## config.mk

```make
export PLATFORM = sky130hd
export DESIGN_NAME = uart_tx_buf
export DESIGN_NICKNAME = d
export VERILOG_FILES = /design/src/rtl/uart_tx_buf.sv
export SDC_FILE = /design/constraint.sdc
export NUM_CORES = 2
export LEC_CHECK = 0
export BUFFER_PORTS_ARGS = -buffer_cell sky130_fd_sc_hd__buf_2
export CAP_MARGIN = 20
export CORE_MARGIN = 4
export CORE_UTILIZATION = 55
export DETAILED_ROUTE_END_ITERATION = 10
export PLACE_DENSITY = 0.69
export SYNTH_ARGS = -nofsm -noshare
export SYNTH_HDL_FRONTEND = slang
export SYNTH_SLANG_ARGS = --single-unit
```

## constraint.sdc

```tcl
create_clock -name sys_clk -period 5 [get_ports sys_clk]
set_input_delay 0.75 -clock sys_clk [delete_from_list [all_inputs] [get_ports sys_clk]]
set_output_delay 0.75 -clock sys_clk [all_outputs]
set_load 0.03 [all_outputs]
```

## src/rtl/uart_tx_buf.sv

```systemverilog
// Byte FIFO plus pacer feeding uart_tx: bursty input strobes are re-issued at most once per UART frame.
// Optional build macro UART_TX_BUF_DROP_OLDEST_EN: a write into a full FIFO overwrites the oldest byte.
module uart_tx_buf #(
  parameter int ADDR_W     = 8,
  parameter int UART_BPS   = 9600,
  parameter int CLK_FREQ   = 50_000_000,
  parameter int FRAME_BITS = 11
) (
  input  logic              sys_clk,
  input  logic              sys_rst_n,
  input  logic [7:0]        pi_data,
  input  logic              pi_flag,
  output logic [7:0]        po_data,
  output logic              po_flag,
  output logic              full,
  output logic              empty,
  output logic [ADDR_W:0]   fill_cnt,
  output logic              overflow
);

  localparam int DEPTH       = 2**ADDR_W;
  localparam int BYTE_CYCLES = (CLK_FREQ / UART_BPS) * FRAME_BITS;
  localparam int CNT_W       = $clog2(BYTE_CYCLES + 1);

  localparam logic [CNT_W-1:0]  CNT_LAST = CNT_W'(BYTE_CYCLES - 1);
  localparam logic [CNT_W-1:0]  CNT_ONE  = CNT_W'(1);
  localparam logic [ADDR_W-1:0] PTR_ONE  = ADDR_W'(1);
  localparam logic [ADDR_W:0]   FILL_ONE = (ADDR_W+1)'(1);
  localparam logic [ADDR_W:0]   FILL_MAX = (ADDR_W+1)'(DEPTH);

  typedef enum logic [1:0] {IDLE, SEND, WAIT} state_t;

  state_t            state;
  logic [7:0]        mem [DEPTH];
  logic [ADDR_W-1:0] wr_ptr;
  logic [ADDR_W-1:0] rd_ptr;
  logic [7:0]        pop_byte;
  logic [CNT_W-1:0]  pace_cnt;

  logic              pop;
  logic              wr_en;
  logic              wr_drop;
  logic              rd_adv;
  logic [ADDR_W:0]   fill_nxt;

  always_comb begin
    pop     = (state == IDLE) && !empty;
    wr_drop = pi_flag && full;
`ifdef UART_TX_BUF_DROP_OLDEST_EN
    // Overwriting when full retires the oldest slot; a same-cycle pop already does that.
    wr_en  = pi_flag;
    rd_adv = pop || wr_drop;
`else
    wr_en  = pi_flag && !full;
    rd_adv = pop;
`endif
    fill_nxt = fill_cnt;
    if (wr_en && !rd_adv)
      fill_nxt = fill_cnt + FILL_ONE;
    else if (!wr_en && rd_adv)
      fill_nxt = fill_cnt - FILL_ONE;
  end

  // Storage and pop capture carry no reset; pointer reset makes old contents unreachable.
  always_ff @(posedge sys_clk) begin
    if (wr_en)
      mem[wr_ptr] <= pi_data;
    if (pop)
      pop_byte <= mem[rd_ptr];
  end

  always_ff @(posedge sys_clk) begin
    if (!sys_rst_n) begin
      wr_ptr   <= '0;
      rd_ptr   <= '0;
      fill_cnt <= '0;
      full     <= 1'b0;
      empty    <= 1'b1;
      overflow <= 1'b0;
    end else begin
      if (wr_en)
        wr_ptr <= wr_ptr + PTR_ONE;
      if (rd_adv)
        rd_ptr <= rd_ptr + PTR_ONE;
      fill_cnt <= fill_nxt;
      full     <= (fill_nxt == FILL_MAX);
      empty    <= (fill_nxt == '0);
      if (wr_drop)
        overflow <= 1'b1;
    end
  end

  // Pacer: IDLE pops, SEND strobes once, WAIT holds off for one full frame.
  always_ff @(posedge sys_clk) begin
    if (!sys_rst_n) begin
      state    <= IDLE;
      po_flag  <= 1'b0;
      po_data  <= '0;
      pace_cnt <= '0;
    end else begin
      po_flag <= 1'b0;
      case (state)
        IDLE: begin
          if (!empty)
            state <= SEND;
        end
        SEND: begin
          po_data  <= pop_byte;
          po_flag  <= 1'b1;
          pace_cnt <= '0;
          state    <= WAIT;
        end
        WAIT: begin
          pace_cnt <= pace_cnt + CNT_ONE;
          if (pace_cnt == CNT_LAST)
            state <= IDLE;
        end
        default: state <= IDLE;
      endcase
    end
  end

endmodule
```

Word-level counts from Yosys, hierarchy flattened:

Memory sizes are Yosys's and may differ from the RTL's. A register that Yosys moved wholly into a read port is not among the register bits.
Cells that the tools add are included.

* add/subtract/negate cells: 5
* equal/unequal tests: 6
* multiplexer cells: 9
* reductions and logical operators: 13

Operators by type and width (count)
* $pmux W16 S2: 1
* $mux W9: 2
* $add A16 B1 Y16 const B: 1
* $add A8 B1 Y8 const B: 2
* $eq A16 B16 Y1 const B: 1
* $add A9 B1 Y9 const B: 1
* $eq A9 B9 Y1 const B: 1
* $logic_not A9 Y1: 1
* $sub A9 B1 Y9 const B: 1
* $pmux W2 S3: 1
* $logic_and A1 B1 Y1: 5
* $logic_not A1 Y1: 4
* $mux W2: 2
* $ne A2 B2 Y1 const B: 2
* $mux W1: 3
* $eq A2 B1 Y1 const B: 1
* $eq A2 B2 Y1 const B: 1
* $logic_not A2 Y1: 1
* $reduce_and A2 Y1: 1
* $reduce_bool A2 Y1: 1

* register bits after elaboration: 55
* bits in writable memories: 2048
* bits of input ports: 11
* output and inout bits: 21
* word-level logic and storage cells: 44
* memories: 1

Memory list
* mem: words 256, bits a word 8, rd ports 1, clocked after memory_dff 1, wr ports 1, RTL line 34 `logic [7:0] mem [DEPTH];`

Longest topological paths before layout:

* depth after elaboration: 7
* mapped depth: 12
* gate-level depth less buffers: 9

Least setup slack after synthesis:

No wires, ideal clock.

* path kind: input port to flip-flop
* start: input port pi_flag
* end: memory mem[112][0], enable pin
* library setup time: 0.370 ns
* arrival time: 2.340 ns
* required time: 4.630 ns
* path slack: 2.290 ns
* cell stages on the path: 6
* buffers on the path: 3
* cells stage by stage: nor2b_1 -> clkbuf_1 -> clkbuf_1 -> nand3_1 -> clkbuf_1 -> nor2_1

* cells in the longest elaborated chain, start to end: 3

Ends and longest elaborated chain
* start, declared: RTL line 12 `input logic pi_flag,`
* $logic_and A1 B1 Y1: RTL line 54 `wr_en = pi_flag && !full;`
* $mux W1: RTL line 66 `if (wr_en)`
* $mux W1 (implied by the code): RTL line 67 `mem[wr_ptr] <= pi_data;`
* end, declared: RTL line 34

No other way between the ends.

==> summary.txt <==
Timing
  – Worst-margin pin slew: 1.21 ns
  – Setup-failing EPs final: 0
  – Fin Setup TNS: 0 ns
  – Clock skew: between 0.05 and 0.06 ns
  – Tmin final: 4.08 ns
  – Final worst path period share: 81.6%
  – Max_slew headroom: roughly a fifth
  – Final hold vios: 0
  – Pins over their slew limit: 0
  – RSZ-0062 raised after global routing: false
  – Fmax: 245 MHz

Placement
  – PortBufs: 31
  – DP Area: roughly 0.085 sq mm
  – Dpl hpwl: approximately 140000 um
  – GPL Wtd Cong: about 0.9

Worst setup path
  – R2r endpoint: pop_byte[6]
  – Buf+Inv Stages, Crit Path: 2
  – Critical path class: register to register
  – Crit path top cell by count: mux4_2
  – Worst path top cell family by delay: compound AO/OA/AOI/OAI gates
  – Slowest cell on the critical path: dfxtp_4
  – CP Max Fanout: 32
  – R2R cell count: 7
  – Worst path cell trace: buf_12 -> buf_4 -> mux4_2 -> mux4_2 -> a211oi_1 -> a22oi_1 -> a31o_1
  – Worst Setup End Kind: register
  – Req. time, crit path: 5.60 ns
  – Reg2reg setup slack: 0.92 ns
  – Arrival time worst endpoint: 4.68 ns
  – Crit start category: register
  – Worst r2r src: rd_ptr[0]
  – Crit-path max cell delay: between 0.8 and 0.9 ns

Yosys
  – Synth unique cells: 83
  – Sequential element share of the synthesized area: around three quarters
  – Top FF cell, synth: edfxtp_1
  – Post-Syn Area per Cell: 20.3 sq um
  – Synth warn: 0
  – Post-Syn Area: 0.0832 sq mm
  – Post-synth EDFFs: 2056
  – Top cells by area, synth: edfxtp_1 (74%), mux4_2 (10%), mux2i_1 (2.4%)
  – Synth top area share: 74.2%
  – Largest area contributor in the netlist: edfxtp_1
  – Gate Count Post-Synth: around 4000
  – Syn Nets: 4118
  – Ys async rst share: 0%
  – Synth Register Bits: 2111

Drt
  – Via count: 43080
  – DRT iter0 DRCs: 6457
  – Drt pass-1 iters: 5
  – Post-Route WL: 222000 um
  – Avg WL per Cell: between 30 and 40 um
  – Routed vias/inst: 6.72
  – Remaining antenna violation count after routing: 0
  – Post-route DRC: 0

Hold path
  – WHS Endpoint: overflow
  – Hold Startpoint: pi_flag
  – Worst hold path class: primary input to register
  – Hold Crit Depth: 3

Power and ir drop
  – Worst vdd ir: roughly 0.33 mV
  – P_leak: 0.0279 uW
  – Power Density: 451 mW/mm^2

Clock tree
  – Postcts setup bufs: 0
  – Root buffer cell: clkbuf_16
  – CTS H-tree lvls: 4
  – Worst skew pair latency: around 0.85 ns
  – Clock-pin slew on the worst setup and hold paths: ~0.060 ns
  – Resize count post-CTS: 0
  – TritonCTS Buffers: 203
  – Maximum root-to-sink buffer count: 3
  – Hold_buf cts: 0
  – Clock Sinks: 2111
  – CTS tree: yes

Status
  – Outcome: finished clean

Floorplanning
  – Row cnt: 142
  – Initial Util: 55.4%
  – Core ar.: 0.150 sq mm
  – Die Span Y: between 300 and 400 um
  – Die X: 397 um
  – Die ar.: 0.158 sq mm
  – Num ports: 32

Layout
  – Post-layout util: between 60% and 70%
  – Layout cells sized above 1: 19.7%
  – Area delta synth->final: 10.1%
  – Fin area: 0.0916 sq mm
  – # nets final: 4243

GRT
  – Total global routing overflow: 0
  – Vias in the first global route: 42154
  – Largest net degree at the start of global routing: 143
  – Initial antenna violation count: 13
  – Global-route usage over all layers: 28.4%
  – First-pass GRT wire length: 317000 um

Run
  – Max-cap check violation count: 0
## cell families (layout without fill, tap and decap cells)
| kind of cell | Yosys count | count (layout) | synth area share (%) |
|---|---|---|---|
| DFF | 2111 | 2111 | 75.5 |
| muxes | 652 | 652 | 14.7 |
| and+or+nand+nor | 594 | 594 | 3.17 |
| AOI/OAI and AO/OA | 431 | 431 | 3.80 |
| buffers and inverters | 267 | 558 | 2.37 |
| xor gates and xnor gates | 28 | 28 | 0.295 |
| adders and majority gates | 12 | 12 | 0.180 |
| other | 0 | 6 | 0 |
## through the flow
stage | std cells | total power [uW] | hold slack, ns | setup slack [ns]
after floorplan | 4095 | 25300 | 0.454 | 2.29
after global placement | 6027 | 27200 | 0.467 | 0.781
after detailed placement | 6029 | 27200 | 0.481 | 0.997
after CTS | 6400 | 41400 | 0.141 | 0.991
after global routing | 6402 | 42500 | 0.227 | 0.957
final | 6408 | 41300 | 0.195 | 0.919
## worst reg2reg max path, delay by kind of cell (launching register included)
kind                   cells  cell delay (ns)
muxes                      2             1.10
DFF                        1             0.84
buffers and inverters      2             0.66
AOI/OAI and AO/OA          3             1.23
## Yosys cell counts, drive strengths merged (16+ instances only)
master	number
a211oi	27
a21oi	70
a221oi	62
a22oi	74
and2	30
buf	159
clkbuf	89
dfxtp	55
edfxtp	2056
mux2	22
mux2i	196
mux4	434
nand2	116
nand3	53
nand4	16
nor2	298
nor2b	23
o21ai	50
o221ai	27
o22ai	24
## cells in the final DEF, fill, tap and decap left out, types with 13 or more instances in the layout
master / count
edfxtp_1: 2056
mux4_2: 372
nor2_1: 296
clkbuf_16: 204
mux2i_1: 196
buf_4: 117
nand2_1: 116
a22oi_1: 74
a21oi_1: 70
clkinv_1: 66
mux4_1: 62
a221oi_1: 53
nand3_1: 53
dfxtp_1: 49
clkbuf_1: 47
o21ai_0: 42
clkinv_2: 31
o221ai_1: 27
and2_1: 27
o22ai_1: 24
a211oi_1: 24
buf_2: 24
mux2_2: 22
buf_12: 21
nor2b_1: 19
nand4_1: 16
a22o_1: 15
xor2_1: 15
xnor2_1: 13
## layer usage
metal	share of wire, %	track usage (%)	vias up
met5	0.086	0	-
met4	4.8	12.0	26
met3	11	6.98	520
met2	46	42.5	2720
met1	38	40.4	22570
li1	-	-	17244
## sequential cells by signal, indices dropped and copies added, names as in the netlist, 2 cells and up
register  flops
fill_cnt      9
mem        2048
pace_cnt     16
po_data       8
pop_byte      8
rd_ptr        8
state         2
wr_ptr        8
## worst max path at each step
| stage | startpoint | end | slack [ns] | cells after the start |
|---|---|---|---|---|
| final | rd_ptr[0] | pop_byte[6] | 0.92 | 7 |
| after global placement | rd_ptr[1] | pop_byte[3] | 0.78 | 7 |
| after floorplan | pi_flag | mem[112][0] | 2.29 | 6 |
| after global routing | rd_ptr[0] | pop_byte[6] | 0.96 | 7 |
| after CTS | rd_ptr[0] | pop_byte[6] | 0.99 | 7 |
| after detailed placement | rd_ptr[0] | pop_byte[6] | 1.0 | 7 |
## power by group
part	switching (uW)	internal [uW]
Clock	6550	7870
Combinational	3920	3180
Sequential	237	19500
Total	10700	30600
## final cells by class
cell class,count,area [sq um]
multi-input combinational,1717,18500
antenna,6,15.0
timing repair buffer,170,1530
sequential,2111,62900
inverter,17,63.8
fill,10406,58500
clock inverter,117,862
tap,2016,2520
clock buffer,254,5320
No activity file was read; power rests on OpenSTA's default activity.
